File: config.mk
export PLATFORM = sky130hd
export DESIGN_NAME = core_run_ctrl_flat
export DESIGN_NICKNAME = d
export VERILOG_FILES = /design/src/rtl/core_ctrl_pkg.sv /design/src/rtl/core_run_ctrl_if.sv /design/src/rtl/sat_counter.sv /design/src/rtl/core_run_ctrl.sv /design/src/flat_wrapper.sv
export SDC_FILE = /design/constraint.sdc
export NUM_CORES = 1
export LEC_CHECK = 0
export BUFFER_PORTS_ARGS = -buffer_cell sky130_fd_sc_hd__buf_2
export CAP_MARGIN = 10
export CORE_MARGIN = 1
export CORE_UTILIZATION = 53
export CTS_CLUSTER_DIAMETER = 200
export DETAILED_ROUTE_END_ITERATION = 6
export GPL_ROUTABILITY_DRIVEN = 0
export PLACE_DENSITY = 0.8
export SLEW_MARGIN = 20
export SYNTH_ARGS = -nofsm -noshare
export SYNTH_HDL_FRONTEND = slang
export SYNTH_SLANG_ARGS = --single-unit
File: constraint.sdc
create_clock -name clk -period 2.3 [get_ports clk]
set_input_delay 0.345 -clock clk [delete_from_list [all_inputs] [get_ports clk]]
set_output_delay 0.345 -clock clk [all_outputs]
set_load 0.1 [all_outputs]
File: src/rtl/core_ctrl_pkg.sv
// core_ctrl_pkg: shared state encoding, halt cause codes and system instruction encodings
package core_ctrl_pkg;
    typedef enum logic [2:0] {
        S_IDLE   = 3'd0,
        S_RESET  = 3'd1,
        S_RUN    = 3'd2,
        S_PAUSE  = 3'd3,
        S_STEP   = 3'd4,
        S_HALTED = 3'd5
    } state_t;
    localparam logic [1:0] CAUSE_HOST    = 2'd0;
    localparam logic [1:0] CAUSE_ECALL   = 2'd1;
    localparam logic [1:0] CAUSE_EBREAK  = 2'd2;
    localparam logic [1:0] CAUSE_TIMEOUT = 2'd3;
    localparam logic [31:0] ECALL_INSN  = 32'h0000_0073;
    localparam logic [31:0] EBREAK_INSN = 32'h0010_0073;
endpackage

File: src/rtl/core_run_ctrl_if.sv
// core_run_ctrl_if: host and core-side signals of the run controller
interface core_run_ctrl_if #(
    parameter int XLEN  = 32,
    parameter int CNT_W = 32
);
    logic             start;
    logic             step_mode;
    logic             step;
    logic             halt_req;
    logic [XLEN-1:0]  instr;
    logic             instr_valid;
    logic             core_rst_n;
    logic             core_enable;
    logic             done;
    logic [1:0]       done_cause;
    logic [CNT_W-1:0] cycle_count;
    logic [CNT_W-1:0] instret_count;
    logic [2:0]       state;
    modport master (
        output start, step_mode, step, halt_req, instr, instr_valid,
        input  core_rst_n, core_enable, done, done_cause, cycle_count, instret_count, state
    );
    modport slave (
        input  start, step_mode, step, halt_req, instr, instr_valid,
        output core_rst_n, core_enable, done, done_cause, cycle_count, instret_count, state
    );
endinterface

File: src/rtl/sat_counter.sv
// sat_counter: counter with synchronous clear that sticks at all-ones instead of wrapping
module sat_counter #(
    parameter int W = 32
) (
    input  logic         clk,
    input  logic         rst,
    input  logic         clr,
    input  logic         inc,
    output logic [W-1:0] q
);
    // clear wins over increment; increment stops once every bit is set
    always_ff @(posedge clk or negedge rst) begin
        if (!rst) q <= '0;
        else if (clr) q <= '0;
        else if (inc && q != '1) q <= q + 1'b1;
    end
endmodule

File: src/rtl/core_run_ctrl.sv
// core_run_ctrl: sequences core reset/enable, run/step modes, counters and halt detection
module core_run_ctrl
    import core_ctrl_pkg::*;
#(
    parameter int XLEN       = 32,
    parameter int CNT_W      = 32,
    parameter int RST_CYCLES = 4,
    parameter int TIMEOUT    = 0
) (
    input logic            clk,
    input logic            rst,
    core_run_ctrl_if.slave bus
);
    localparam int RW = $clog2(RST_CYCLES) + 1;

    state_t           state, next_state;
    logic [RW-1:0]    rst_cnt;
    logic [1:0]       cause, halt_cause;
    logic [CNT_W-1:0] cyc, ret;
    logic             active, clr, halt, is_ecall, is_ebreak, is_tmo;

    // counters run only while the core is enabled; a new run clears them on the start edge
    always_comb begin
        active     = state == S_RUN || state == S_STEP;
        clr        = (state == S_IDLE || state == S_HALTED) && bus.start;
        is_ecall   = bus.instr_valid && bus.instr == XLEN'(ECALL_INSN);
        is_ebreak  = bus.instr_valid && bus.instr == XLEN'(EBREAK_INSN);
        is_tmo     = TIMEOUT != 0 && cyc == CNT_W'(TIMEOUT - 1);
        halt       = active && (is_ecall || is_ebreak || is_tmo || bus.halt_req);
        halt_cause = is_ecall ? CAUSE_ECALL : is_ebreak ? CAUSE_EBREAK :
                     is_tmo ? CAUSE_TIMEOUT : CAUSE_HOST;
    end

    sat_counter #(.W(CNT_W)) u_cycle (
        .clk(clk), .rst(rst), .clr(clr), .inc(active), .q(cyc)
    );

    sat_counter #(.W(CNT_W)) u_instret (
        .clk(clk), .rst(rst), .clr(clr), .inc(active && bus.instr_valid), .q(ret)
    );

    // state register
    always_ff @(posedge clk or negedge rst) begin
        if (!rst) state <= S_IDLE;
        else state <= next_state;
    end

    // cycles spent so far in RESET
    always_ff @(posedge clk or negedge rst) begin
        if (!rst) rst_cnt <= '0;
        else rst_cnt <= (state == S_RESET) ? rst_cnt + 1'b1 : '0;
    end

    // halt cause latched when the run stops, cleared when a new run starts
    always_ff @(posedge clk or negedge rst) begin
        if (!rst) cause <= CAUSE_HOST;
        else if (clr) cause <= CAUSE_HOST;
        else if (halt) cause <= halt_cause;
    end

    // next-state decode; step beats a step_mode drop in PAUSE
    always_comb begin
        next_state = state;
        unique case (state)
            S_IDLE, S_HALTED: if (bus.start) next_state = S_RESET;
            S_RESET: if (rst_cnt == RW'(RST_CYCLES - 1)) next_state = bus.step_mode ? S_PAUSE : S_RUN;
            S_RUN:   if (halt) next_state = S_HALTED;
            S_PAUSE: next_state = bus.step ? S_STEP : bus.step_mode ? S_PAUSE : S_RUN;
            S_STEP:  next_state = halt ? S_HALTED : S_PAUSE;
            default: next_state = S_IDLE;
        endcase
    end

    // Moore outputs decoded from registered state
    always_comb begin
        bus.core_rst_n    = !(state == S_IDLE || state == S_RESET);
        bus.core_enable   = active;
        bus.done          = state == S_HALTED;
        bus.done_cause    = cause;
        bus.cycle_count   = cyc;
        bus.instret_count = ret;
        bus.state         = state;
    end
endmodule

File: src/flat_wrapper.sv
// flat-port wrapper written by rule: the top's interface ports become plain ports
module core_run_ctrl_flat import core_ctrl_pkg::*;
#(
    parameter int XLEN       = 32,
    parameter int CNT_W      = 32,
    parameter int RST_CYCLES = 4,
    parameter int TIMEOUT    = 0
)
  (clk, rst, bus_start, bus_step_mode, bus_step, bus_halt_req, bus_instr, bus_instr_valid, bus_core_rst_n, bus_core_enable, bus_done, bus_done_cause, bus_cycle_count, bus_instret_count, bus_state);
  core_run_ctrl_if #(.XLEN(XLEN), .CNT_W(CNT_W)) bus_i ();
  input logic clk;
  input logic rst;
  input wire logic [$bits(bus_i.start)-1:0] bus_start;
  input wire logic [$bits(bus_i.step_mode)-1:0] bus_step_mode;
  input wire logic [$bits(bus_i.step)-1:0] bus_step;
  input wire logic [$bits(bus_i.halt_req)-1:0] bus_halt_req;
  input wire logic [$bits(bus_i.instr)-1:0] bus_instr;
  input wire logic [$bits(bus_i.instr_valid)-1:0] bus_instr_valid;
  output wire logic [$bits(bus_i.core_rst_n)-1:0] bus_core_rst_n;
  output wire logic [$bits(bus_i.core_enable)-1:0] bus_core_enable;
  output wire logic [$bits(bus_i.done)-1:0] bus_done;
  output wire logic [$bits(bus_i.done_cause)-1:0] bus_done_cause;
  output wire logic [$bits(bus_i.cycle_count)-1:0] bus_cycle_count;
  output wire logic [$bits(bus_i.instret_count)-1:0] bus_instret_count;
  output wire logic [$bits(bus_i.state)-1:0] bus_state;
  assign bus_i.start = bus_start;
  assign bus_i.step_mode = bus_step_mode;
  assign bus_i.step = bus_step;
  assign bus_i.halt_req = bus_halt_req;
  assign bus_i.instr = bus_instr;
  assign bus_i.instr_valid = bus_instr_valid;
  assign bus_core_rst_n = bus_i.core_rst_n;
  assign bus_core_enable = bus_i.core_enable;
  assign bus_done = bus_i.done;
  assign bus_done_cause = bus_i.done_cause;
  assign bus_cycle_count = bus_i.cycle_count;
  assign bus_instret_count = bus_i.instret_count;
  assign bus_state = bus_i.state;
  core_run_ctrl #(.XLEN(XLEN), .CNT_W(CNT_W), .RST_CYCLES(RST_CYCLES), .TIMEOUT(TIMEOUT)) u_core (.clk(clk), .rst(rst), .bus(bus_i));
endmodule
==> metrics.md <==
| Metric | Value |
|---|---|
| Most common cell in the netlist | `sky130_fd_sc_hd__dfrtp_1` |
| Post-synth ARST share | `1.000` |
| Average detailed-routed wire length per instance | `~16 µm` |
| Final count of hold timing violations | `0` |
| Result of the run | `complete, no violations` |
| Worst flop-to-flop path startpoint | `u_core.u_cycle.q[0]` |
| Post-Synthesis Cells | `about 470` |
| Number of top-level pins | `111` |
| Warnings from Yosys | `0` |
| RSZ-0062 raised after global routing | `no` |
| Die footprint | `8249 µm²` |
| Category of the critical setup timing path | `reg2out` |
| Worst setup skew after layout | `roughly 0.011 ns` |
| Antenna fix cells | `0` |
| Area share of the largest cell type after synthesis | `0.4309` |
| Number of synthesized flops with an enable pin | `0` |
| Worst Tran Pin Value | `just over 0.6 ns` |
| Drt via density | `6.299` |
| Buffer count from post-CTS setup fixing | `0` |
| Arrival time of the worst setup path | `1.87 ns` |
| Top cells by area, synth | `sky130_fd_sc_hd__dfrtp_1, sky130_fd_sc_hd__a21oi_1, sky130_fd_sc_hd__or4_1` |
| Clk sinks | `72` |
| CTS tree | `done` |
| Share of the clock period used by the worst path after layout | `0.9636` |
| Remaining Overflow, GRT | `0` |
| Clock Path Buffers | `2` |
| Initial DRC count | `492` |
| Number of pins exceeding their max-slew limit in the final report | `0` |
| Power density relative to cell area | `roughly 800 nW/µm²` |
| Layout overhead on the synthesized area | `28.34%` |
| Hold buffer count at cts | `0` |
| VDD IR max | `around 0.74 mV` |
| Required time of the critical path | `1.96 ns` |
| GRT Util Overall | `0.2842` |
| Fmax | `between 400 and 500 MHz` |
| Number of antenna violations at the first check in global routing | `0` |
| Most used standard cells in the synthesized netlist | `sky130_fd_sc_hd__dfrtp_1, sky130_fd_sc_hd__nand2_1, sky130_fd_sc_hd__a21oi_1` |
| Worst hold path class | `in2async` |
| Final standard cell count with taps included and fillers excluded | `692` |
| H-tree lvl count | `3` |
| Max FO, Critical Path | `11` |
| Dpl ws | `about 0.055 ns` |
| Cell area after synthesis | `roughly 4200 µm²` |
| Vertical die dimension | `90.83 µm` |
| Cts repair resizes | `0` |
| Dpl cells | `a little under 700` |
| Unique masters post-synth | `between 50 and 60` |
| Initial Util | `0.5439` |
| Source-to-sink clock delay at the later pin of the worst-skew pair | `0.35 ns` |
| Syn_nets | `about 510` |
| Final-stage net count | `628` |
| Placement row count | `32` |
| Clock edge transition at the registers on the reported setup and hold paths | `about 0.08 ns` |
| Launching element of the worst setup path | `u_core.bus.state[1]` |
| Total detailed-routing wirelength | `11,400 µm` |
| Least setup slack across all paths after layout | `about 0.084 ns` |
| Hold Worst Slack | `about 0.0022 ns` |
| Top_reg_cell synth | `sky130_fd_sc_hd__dfrtp_1` |
| Final min period | `~2.2 ns` |
| Via count | `~4,400` |
| Synth Register Bits | `72` |
| Leakage power total | `2.278 nW` |
| First-pass GRT wire length | `between 15,000 and 20,000 µm` |
| Pin count of the biggest net entering global routing | `73` |
| Worst setup EP type | `output pin` |
| Die outline width | `slightly above 90 µm` |
| Vias in the first global route | `4,061` |
| Max-Slew Margin vs Limit | `0.5853` |
| Cell at the root of the clock tree | `sky130_fd_sc_hd__clkbuf_8` |
| Drt first pass iters | `7` |
| Setup Viol. Count Final | `0` |
| Ratio of cells with drive above 1 in the final layout | `0.3847` |
| Leading area contributor after synthesis | `sky130_fd_sc_hd__dfrtp_1` |
| Mean area per synthesized cell | `around 9 µm²` |
| Number of nets with antenna violations after routing | `0` |
| Number of max-cap violations | `0` |
| Core box area | `7687 µm²` |
| Port-buffer cells | `110` |
| Register area share after synthesis | `0.4309` |
| Clock buffer count from CTS | `9` |
| HPWL after detailed placement | `roughly 8000 µm` |
| Remaining design rule violation count | `0` |
| Startpoint type of the worst setup path | `register` |
-- sequential cells by signal, summed over array words and instances, names as in the netlist --
name / count
u_core.u_instret.q: 32
u_core.bus.state: 3
u_core.rst_cnt: 3
u_core.u_cycle.q: 32
u_core.bus.done_cause: 2
-- area by class of cell --
| type | count | area, µm² |
|---|---|---|
| fillers | 627 | 2321 |
| multi-input cells | 360 | 2296 |
| flip-flops and latches | 72 | 1937 |
| repair buffers | 129 | 720.7 |
| clock buffers | 14 | 172.7 |
| well taps | 102 | 127.6 |
| clock inverters | 2 | 60.06 |
| inverters | 13 | 52.55 |
-- logic make-up after synthesis --
group / synth area share
simple gates: 0.3178
compound gates: 0.1664
fa+ha+maj: 0.01197
buf+inv: 0.03591
xor+xnor: 0.01047
flops: 0.4309
mux: 0.02663
-- where the power goes --
group	internal [mW]	switching, mW	total, mW
combinational	0.346	1.21	1.55
clock	0.702	0.475	1.18
sequential	1.40	0.170	1.57
total	2.45	1.85	4.30
-- critical path, stage by stage, from the launching register on --
cell and delay, ns:
sky130_fd_sc_hd__dfrtp_4 0.55, sky130_fd_sc_hd__xor2_2 0.21, sky130_fd_sc_hd__buf_4 0.16, sky130_fd_sc_hd__nand2_2 0.19, sky130_fd_sc_hd__clkinvlp_4 0.21, sky130_fd_sc_hd__buf_12 0.20
-- layout by cell type, fill, tap and decap left out, types with 3 or more instances in the layout --
cell	instances
sky130_fd_sc_hd__buf_2	109
sky130_fd_sc_hd__nand2_1	49
sky130_fd_sc_hd__a21oi_1	40
sky130_fd_sc_hd__dfrtp_2	39
sky130_fd_sc_hd__nand3_1	28
sky130_fd_sc_hd__or4_1	25
sky130_fd_sc_hd__o21ai_0	24
sky130_fd_sc_hd__nand4_1	23
sky130_fd_sc_hd__dfrtp_4	23
sky130_fd_sc_hd__or3_1	21
sky130_fd_sc_hd__o31ai_1	19
sky130_fd_sc_hd__nor2_1	18
sky130_fd_sc_hd__buf_4	18
sky130_fd_sc_hd__nor4_1	14
sky130_fd_sc_hd__inv_1	12
sky130_fd_sc_hd__and3_1	12
sky130_fd_sc_hd__clkbuf_8	12
sky130_fd_sc_hd__o211ai_1	10
sky130_fd_sc_hd__mux2i_1	10
sky130_fd_sc_hd__dfrtp_1	10
sky130_fd_sc_hd__nand2b_1	5
sky130_fd_sc_hd__and4_1	5
sky130_fd_sc_hd__a31o_2	4
sky130_fd_sc_hd__nor3_1	4
sky130_fd_sc_hd__xnor2_1	3
sky130_fd_sc_hd__nand3b_1	3
sky130_fd_sc_hd__ha_1	3
-- per-stage QoR --
step                      cell area (µm²)  TNS (ns)  utilization  power (mW)
after detailed placement             5116         0       0.6655       3.129
after global placement               5116         0       0.6655       3.083
final                                5366         0       0.6981       4.296
after global routing                 5366         0       0.6981       4.471
after CTS                            5349         0       0.6958       4.307
after floorplan                      4407  -0.05288            -       2.744
-- layer usage --
metal / global-route usage / vias to the layer above / wire, µm
met5: 0 / - / 0
met4: 0.1098 / 0 / 191
met3: 0.04882 / 22 / 879
met2: 0.4489 / 204 / 5453
met1: 0.3911 / 2091 / 4875
li1: - / 2042 / -
-- path summary, 6_finish.rpt --
path	endpoint	slack (ns)	cells after the start
max in group asynchronous	u_core.bus.state[1]	1.93	2
setup / recovery	bus_core_enable	0.08	5
hold reg to reg	u_core.rst_cnt[0]	0.44	1
hold / removal	u_core.u_instret.q[16]	0.002	2
setup reg to reg	u_core.u_cycle.q[30]	0.13	6
min in group clk	u_core.bus.state[1]	0.31	3
No activity file was read; power rests on OpenSTA's default activity.
